--- config.mk ---
export PLATFORM = sky130hd
export DESIGN_NAME = bpfcap_top
export DESIGN_NICKNAME = d
export VERILOG_FILES = /design/src/rtl/bpfcap_pkg.sv /design/src/rtl/bpfcap_csr.sv /design/src/rtl/bpfcap_top.sv
export SDC_FILE = /design/constraint.sdc
export NUM_CORES = 1
export LEC_CHECK = 0
export CORE_MARGIN = 5
export CORE_UTILIZATION = 56
export CTS_CLUSTER_SIZE = 30
export DETAILED_ROUTE_END_ITERATION = 6
export PLACE_DENSITY = 0.81
export RECOVER_POWER = 50
export SKIP_CTS_REPAIR_TIMING = 1
export SYNTH_ARGS = -nofsm -noshare
export SYNTH_HDL_FRONTEND = slang
export SYNTH_HIERARCHICAL = 1
export SYNTH_SLANG_ARGS = --single-unit
--- constraint.sdc ---
create_clock -name clk -period 4.35 [get_ports clk]
set_input_delay 1.305 -clock clk [delete_from_list [all_inputs] [get_ports clk]]
set_output_delay 1.305 -clock clk [all_outputs]
set_load 0.01 [all_outputs]
--- src/rtl/bpfcap_pkg.sv ---
// bpfcap_pkg: shared constants and types for the bpfcap packet-capture copy engine.
//   CSR word indices, control/status bit positions, and the copy FSM state enum.
package bpfcap_pkg;

  localparam logic [2:0] CSR_CONTROL   = 3'd0;
  localparam logic [2:0] CSR_PKT_BEGIN = 3'd1;
  localparam logic [2:0] CSR_PKT_END   = 3'd2;
  localparam logic [2:0] CSR_DST_BASE  = 3'd3;

  localparam int CTRL_BUSY_BIT = 0;
  localparam int CTRL_DONE_BIT = 1;

  typedef enum logic [1:0] {
    IDLE  = 2'd0,
    RUN   = 2'd1,
    DRAIN = 2'd2
  } state_t;

endpackage

--- src/rtl/bpfcap_csr.sv ---
// bpfcap_csr: Avalon-MM slave register file for the copy engine.
//   Inputs : clk, reset, avs_s0_* (address/write/writedata/read), busy, done_set
//   Outputs: avs_s0_readdata (registered), pkt_begin, pkt_end, dst_base, start
//   Address registers are frozen while busy. done is sticky, W1C on control bit 1;
//   a set from the engine wins over a clear in the same cycle so completion is never lost.
module bpfcap_csr
  import bpfcap_pkg::*;
(
  input  logic        clk,
  input  logic        reset,
  input  logic [2:0]  avs_s0_address,
  input  logic        avs_s0_write,
  input  logic [31:0] avs_s0_writedata,
  input  logic        avs_s0_read,
  output logic [31:0] avs_s0_readdata,
  input  logic        busy,
  input  logic        done_set,
  output logic [31:0] pkt_begin,
  output logic [31:0] pkt_end,
  output logic [31:0] dst_base,
  output logic        start
);

  logic        done;
  logic [31:0] rd_mux;

  always_comb begin
    start = avs_s0_write && (avs_s0_address == CSR_PKT_END) && !busy;
  end

  always_comb begin
    rd_mux = '0;
    case (avs_s0_address)
      CSR_CONTROL: begin
        rd_mux[CTRL_BUSY_BIT] = busy;
        rd_mux[CTRL_DONE_BIT] = done;
      end
      CSR_PKT_BEGIN: rd_mux = pkt_begin;
      CSR_PKT_END:   rd_mux = pkt_end;
      CSR_DST_BASE:  rd_mux = dst_base;
      default:       rd_mux = '0;
    endcase
  end

  always_ff @(posedge clk) begin
    if (reset) begin
      pkt_begin       <= '0;
      pkt_end         <= '0;
      dst_base        <= '0;
      done            <= 1'b0;
      avs_s0_readdata <= '0;
    end else begin
      if (avs_s0_write && !busy) begin
        case (avs_s0_address)
          CSR_PKT_BEGIN: pkt_begin <= avs_s0_writedata;
          CSR_PKT_END:   pkt_end   <= avs_s0_writedata;
          CSR_DST_BASE:  dst_base  <= avs_s0_writedata;
          default: ;
        endcase
      end
      if (done_set) begin
        done <= 1'b1;
      end else if (avs_s0_write && (avs_s0_address == CSR_CONTROL)
                   && avs_s0_writedata[CTRL_DONE_BIT]) begin
        done <= 1'b0;
      end
      if (avs_s0_read) begin
        avs_s0_readdata <= rd_mux;
      end
    end
  end

endmodule

--- src/rtl/bpfcap_top.sv ---
// bpfcap_top: packet-capture copy engine. Copies words pkt_begin..pkt_end-1 from the
//   read master (m0) to dst_base.. on the write master (m1), one word per cycle.
//   Inputs : clk, reset, avs_s0_* CSR slave, avs_m0_readdata
//   Outputs: avs_s0_readdata, avs_m0_read/address/burstcount,
//            avs_m1_write/address/writedata/burstcount
module bpfcap_top
  import bpfcap_pkg::*;
(
  input  logic        clk,
  input  logic        reset,
  input  logic [2:0]  avs_s0_address,
  input  logic        avs_s0_write,
  input  logic [31:0] avs_s0_writedata,
  input  logic        avs_s0_read,
  output logic [31:0] avs_s0_readdata,
  output logic        avs_m0_read,
  output logic [31:0] avs_m0_address,
  output logic [15:0] avs_m0_burstcount,
  input  logic [31:0] avs_m0_readdata,
  output logic        avs_m1_write,
  output logic [31:0] avs_m1_address,
  output logic [31:0] avs_m1_writedata,
  output logic [15:0] avs_m1_burstcount
);

  state_t      state, state_d;
  logic [31:0] pkt_begin, pkt_end, dst_base;
  logic        start, busy, done_set;
  logic [31:0] remaining, remaining_d;
  logic        m0_read_d, m1_write_d;
  logic [31:0] m0_addr_d, m1_addr_d, m1_data_d;

  assign avs_m0_burstcount = 16'd1;
  assign avs_m1_burstcount = 16'd1;
  assign busy              = (state != IDLE);

  bpfcap_csr u_csr (
    .clk              (clk),
    .reset            (reset),
    .avs_s0_address   (avs_s0_address),
    .avs_s0_write     (avs_s0_write),
    .avs_s0_writedata (avs_s0_writedata),
    .avs_s0_read      (avs_s0_read),
    .avs_s0_readdata  (avs_s0_readdata),
    .busy             (busy),
    .done_set         (done_set),
    .pkt_begin        (pkt_begin),
    .pkt_end          (pkt_end),
    .dst_base         (dst_base),
    .start            (start)
  );

  // remaining counts reads still to issue after the current one; the new pkt_end
  // comes straight from the bus because the CSR copy lands on the same edge.
  always_comb begin
    state_d     = state;
    remaining_d = remaining;
    m0_read_d   = avs_m0_read;
    m0_addr_d   = avs_m0_address;
    m1_write_d  = 1'b0;
    m1_addr_d   = avs_m1_address;
    m1_data_d   = avs_m1_writedata;
    done_set    = 1'b0;
    case (state)
      IDLE: begin
        if (start) begin
          if (avs_s0_writedata > pkt_begin) begin
            state_d     = RUN;
            m0_read_d   = 1'b1;
            m0_addr_d   = pkt_begin;
            remaining_d = avs_s0_writedata - pkt_begin - 32'd1;
          end else begin
            state_d = DRAIN;
          end
        end
      end
      RUN: begin
        // Write offset equals the read offset of the word being sampled now.
        m1_write_d = 1'b1;
        m1_addr_d  = dst_base + (avs_m0_address - pkt_begin);
        m1_data_d  = avs_m0_readdata;
        if (remaining == 32'd0) begin
          m0_read_d = 1'b0;
          state_d   = DRAIN;
        end else begin
          m0_addr_d   = avs_m0_address + 32'd1;
          remaining_d = remaining - 32'd1;
        end
      end
      DRAIN: begin
        state_d  = IDLE;
        done_set = 1'b1;
      end
      default: state_d = IDLE;
    endcase
  end

  always_ff @(posedge clk) begin
    if (reset) begin
      state            <= IDLE;
      remaining        <= '0;
      avs_m0_read      <= 1'b0;
      avs_m0_address   <= '0;
      avs_m1_write     <= 1'b0;
      avs_m1_address   <= '0;
      avs_m1_writedata <= '0;
    end else begin
      state            <= state_d;
      remaining        <= remaining_d;
      avs_m0_read      <= m0_read_d;
      avs_m0_address   <= m0_addr_d;
      avs_m1_write     <= m1_write_d;
      avs_m1_address   <= m1_addr_d;
      avs_m1_writedata <= m1_data_d;
    end
  end

endmodule

After elaboration in Yosys (flattened, before gate mapping)
Index checks and enable logic that the tools add are counted.

cells by class
  add/subtract/negate cells = 6
  order comparisons = 1
  equality and inequality tests = 9
  muxes and demuxes = 22
  reduce and logical (&&, ||, !) cells = 18

operators by type and width
  cell                     count
  $mux W32                 6
  $pmux W32 S2             2
  $pmux W30 S3             1
  $sub A32 B1 Y32 const B  2
  $sub A32 B32 Y32         2
  $add A32 B1 Y32 const B  1
  $add A32 B32 Y32         1
  $gt A32 B32 Y1           1
  $logic_not A32 Y1        1
  $ne A2 B2 Y1 const B     4
  $pmux W2 S4              1
  $reduce_and A2 Y1        4
  $reduce_and A4 Y1        2
  $mux W1                  7
  $eq A3 B2 Y1 const B     2
  $mux W2                  3
  $reduce_bool A2 Y1       3
  $logic_and A1 B1 Y1      5
  $pmux W2 S2              1
  $eq A3 B1 Y1 const B     1
  $logic_not A3 Y1         1
  $eq A2 B1 Y1 const B     1
  $eq A2 B2 Y1 const B     1
  $logic_not A2 Y1         1
  other kinds (2)          2

word-level totals
  bits in registers = 261
  bits of input ports = 71
  output and inout port bits = 162
  word-level logic and storage cells = 68

Depth between registers and ports, before layout
  depth in word-level cells = 5
  depth in mapped cells = 15
  mapped depth without buffers = 13

Hierarchy
The synthesis kept the hierarchy.

by module, submodules not included
  module      times used  cells an instance  area an instance (µm²)
  bpfcap_top  1           1576               11313.4
  bpfcap_csr  1           586                5600.4

Worst setup path after synthesis
Ideal clock, no wire load.

  path type = input to register
  from = input avs_s0_writedata[9]
  to = register remaining[22]
  arrival = 3.633 ns
  data required time = 4.233 ns
  slack = 0.600 ns
  cell stages on the path = 12
  cells stage by stage = ha_1 > clkbuf_1 > a21oi_1 > o21ai_1 > a211o_1 > a31oi_1 > a211oi_2 > or3_1 > buf_2 > nand2_2 > inv_2 > a32o_1

on the way
  longest elaborated chain between the ends = 5
  elaborated cells between the ends (all ways) = 8
  those cells by class = add/sub (2); order compare (1); eq/ne (1); mux (3); reduce/logical (1)

ends and longest elaborated chain
  what                    RTL line           RTL
  start: declaration      bpfcap_top.sv:13   input logic [31:0] avs_s0_writedata,
  $sub A32 B32 Y32        bpfcap_top.sv:71   remaining_d = avs_s0_writedata - pkt_begin - 32'd1;
  $sub A32 B1 Y32         bpfcap_top.sv:71
  $mux W32                bpfcap_top.sv:67   if (avs_s0_writedata > pkt_begin) begin
  $mux W32                bpfcap_top.sv:66   if (start) begin
  $pmux W32 S2            bpfcap_top.sv:64   case (state)
  end signal: assignment  bpfcap_top.sv:109  remaining <= remaining_d;
  end: declaration        bpfcap_top.sv:29   logic [31:0] remaining, remaining_d;

Several ways; a longest one is shown, not always the timed one. The select of a mux whose other input is x is not followed.
A chain may end at the register's enable or synchronous reset.

Worst setup path in the final report
  from = input avs_s0_writedata[14]
  to = register avs_m0_address[27]

on the way
  longest elaborated chain between the ends = 3

ends and longest elaborated chain
  what                                RTL line           RTL
  $gt A32 B32 Y1                      bpfcap_top.sv:67
  $ne A2 B2 Y1 (no source line)       n/a
  $reduce_and A4 Y1 (no source line)  n/a
  end signal: assignment              bpfcap_top.sv:111  avs_m0_address <= m0_addr_d;
  end: declaration                    bpfcap_top.sv:17   output logic [31:0] avs_m0_address,

Every way passes these cells.

==> metrics.txt <==
ys flop type=dfxtp_1; via count=~17,000; max-cap violations=1; IO Count=about 230; Initial Util=0.569; Final Max Slew Viols=180; critical path depth in cells=12; final setup fails=0; CTS Buf Count=28; share of cells above drive strength 1=0.0885; Hold Path Depth=2; worst endpoint required time=4680 ps; GR Overflow Total=0; final net count=~2,500; root buffer cell=clkbuf_16; Final HPWL DP=between 30 and 40 mm; cells after synthesis=roughly 2,200; period utilization=0.911; sw power=2.01 mW; htree depth=1; Seq cells post-synth=around 260; initial antenna violation count=0; Post-Syn Area=about 17,000 sq um; leading cell type in the layout, fill and taps excluded=dfxtp_1; failing checks=max-capacitance violations, max-slew violations; die height=about 180 um; Routed WL=52.6 mm; design area=slightly above 20,000 sq um; CTS tree=done; cells on worst reg2reg path=13; area leader, netlist=dfxtp_1; Worst-Margin Slew=around 2000 ps; post-synthesis sequential area ratio=0.309; Seq pwr share=0.383; Antenna Nets Post-Route=0; Detailed Routing Iterations Pass 1=5; critical path type=input pin to flip-flop; P_int=~4.6 mW; P&R area growth vs syn=20.6%; CP max stage cell=or3_2; final hold vios=0; row cnt=between 60 and 70; port bufs=200; DRT iter0 DRCs=1,543; Synth cell types=just under 90; Worst-path clk slew=60 ps; RSZ-0062 raised after global routing=false; CP cell instances=clkdlybuf4s50_1 > ha_1 > nand4_1 > nor4_1 > buf_4 > nand3_1 > nand3_1 > o21ai_1 > or3_2 > buf_4 > a21oi_1 > a211oi_1; most frequent cells in the layout=261 x dfxtp_1, 236 x nand2_1, 205 x a21oi_1, 176 x inv_1, 161 x o21ai_0; number of synthesized flops with an enable pin=0; first-pass GRT wire length=between 80 and 90 mm; Via density=approximately 6; Setup Skew=18.9 ps; crit-path max cell delay=around 530 ps; critical path capture point type=flip-flop; total power=6.59 mW; Post-Layout Cell Count=2,764; GRT Total Usage=0.297; Final GP Congestion=0.962; f_max=between 200 and 300 MHz; worst skew pair latency=550 ps; HP Class=flip-flop to flip-flop; Yosys top cell area share=0.309; Clk pwr share=0.375; DRC Markers=0; WP buf/inv=3; Slew HR=-0.327; number of global-route vias before repair=15,500; average cell area after synthesis=~7.8 sq um; Longest Clk Path Bufs=3; diode count=0; Core Footprint=roughly 30,000 sq um; die area=~34,000 sq um; Peak VDD IR=roughly 290 uV; Synth area leaders=dfxtp_1 31%, a21oi_1 6.1%, nand2_1 5.2%; asr flop ratio synth=0; power per cell area=around 320 nW/um^2; outcome=complete, but fails checks; crit path time final=slightly below 4000 ps; P_leak=between 8 and 9 nW; YS warnings=6; placed instance count=~2,700; die width=between 150 and 200 um; maximum fanout along the worst path=20; Switching Share=0.305; largest net degree at the start of global routing=180; clk sinks=between 200 and 300; wire length per cell=roughly 19 um; placed inst area=about 19,000 sq um; Logic pwr share=0.242; hold_ws=about 450 ps; Critical Path Start Type=input pin; worst path arrival time=around 4300 ps; cell family with most CP delay=simple AND/OR/NAND/NOR gates
flip-flops by register name, indices dropped and copies added (netlist names):
name and flops:
avs_m1_write 1, u_csr/pkt_begin 32, u_csr/dst_base 32, avs_m0_address 32, avs_m0_read 1, avs_m1_address 32, u_csr/avs_s0_readdata 32, state 2
u_csr/pkt_end 32, avs_m1_writedata 32, remaining 32, u_csr/done 1
final cells by class:
class / count / area [sq um]
inverters: 178 / 668
clock inverters: 13 / 123
flip-flops and latches: 261 / 5230
fillers: 2458 / 9330
repair buffers: 294 / 2720
well taps: 390 / 488
clock buffers: 38 / 840
multi-input cells: 1590 / 10300
worst reg2reg max path: stages, from the launching register on:
cell and delay [ps]:
dfxtp_1 400, inv_1 110, fa_1 540, inv_1 50, ha_1 340, o21ai_0 140, o21ai_0 370, nand4_1 300
a221oi_1 430, o211ai_1 130, buf_4 170, a31oi_1 270, nor4b_1 100, a311o_1 340
power by group through the flow:
stage	Combinational, mW	Clock [mW]	Sequential (mW)
4_1_cts	1.58	2.51	2.52
3_5_place_dp	1.57	0	2.57
6_report	1.59	2.47	2.52
5_1_grt	1.75	2.60	2.53
2_1_floorplan	1.10	0	2.56
3_3_place_gp	1.55	0	2.57
stage by stage:
stage                     setup WS (ps)  TNS, ps   util
final                               387        0  0.686
after global routing                245        0  0.686
after CTS                           514        0  0.688
after detailed placement          -54.9     -388  0.656
after global placement             1.61        0  0.656
after floorplan                     600        0      -
cell usage after synthesis (all sizes together) (3+ instances only):
| cell | instances |
|---|---|
| a21o | 46 |
| dfxtp | 261 |
| or2 | 3 |
| mux2i | 70 |
| and2 | 11 |
| a21boi | 3 |
| a32o | 5 |
| o21bai | 8 |
| o21a | 16 |
| nor4 | 14 |
| a2111o | 4 |
| nand2 | 237 |
| or3 | 16 |
| nor3b | 5 |
| xnor2 | 22 |
| ha | 67 |
| nand4 | 29 |
| clkbuf | 86 |
| a22oi | 33 |
| or4 | 7 |
| inv | 177 |
| a311oi | 6 |
| nor4b | 5 |
| a211oi | 36 |
| o311ai | 4 |
| xor2 | 14 |
| nand3 | 80 |
| fa | 32 |
| nor2 | 98 |
| o31ai | 15 |
| a221oi | 5 |
| o221ai | 4 |
| a211o | 3 |
| nand2b | 105 |
| o21ai | 166 |
| a21oi | 205 |
| o22ai | 24 |
| nor3 | 42 |
| buf | 77 |
| o211ai | 12 |
| and3 | 14 |
| mux2 | 32 |
| a31o | 8 |
| nor2b | 14 |
| a31oi | 14 |
layer usage:
metal | vias up | share of wire | routed length [um] | global-route usage
met5 | - | 0 | 0 | 0
met4 | 0 | 0.019 | 996 | 0.0630
met3 | 75 | 0.098 | 5140 | 0.0483
met2 | 728 | 0.43 | 22800 | 0.461
met1 | 7858 | 0.45 | 23700 | 0.439
li1 | 7906 | - | - | -
logic make-up after synthesis:
family | synth area share
AOI/OAI and AO/OA | 0.229
xor gates and xnor gates | 0.0186
adders and majority gates | 0.0874
buffers and inverters | 0.0886
DFF | 0.309
muxes | 0.0627
other | 0.000444
and+or+nand+nor | 0.204
path summary, 6_finish.rpt:
check | startpoint | to | slack (ps)
worst max-delay path | avs_s0_writedata[14] | avs_m0_address[27] | 390
worst max register to register | avs_m0_address[2] | avs_m1_address[27] | 530
worst min-delay path | u_csr/avs_s0_readdata[24] | u_csr/avs_s0_readdata[24] | 450
worst min register to register | u_csr/avs_s0_readdata[24] | u_csr/avs_s0_readdata[24] | 450
No activity file was read; power rests on OpenSTA's default activity.
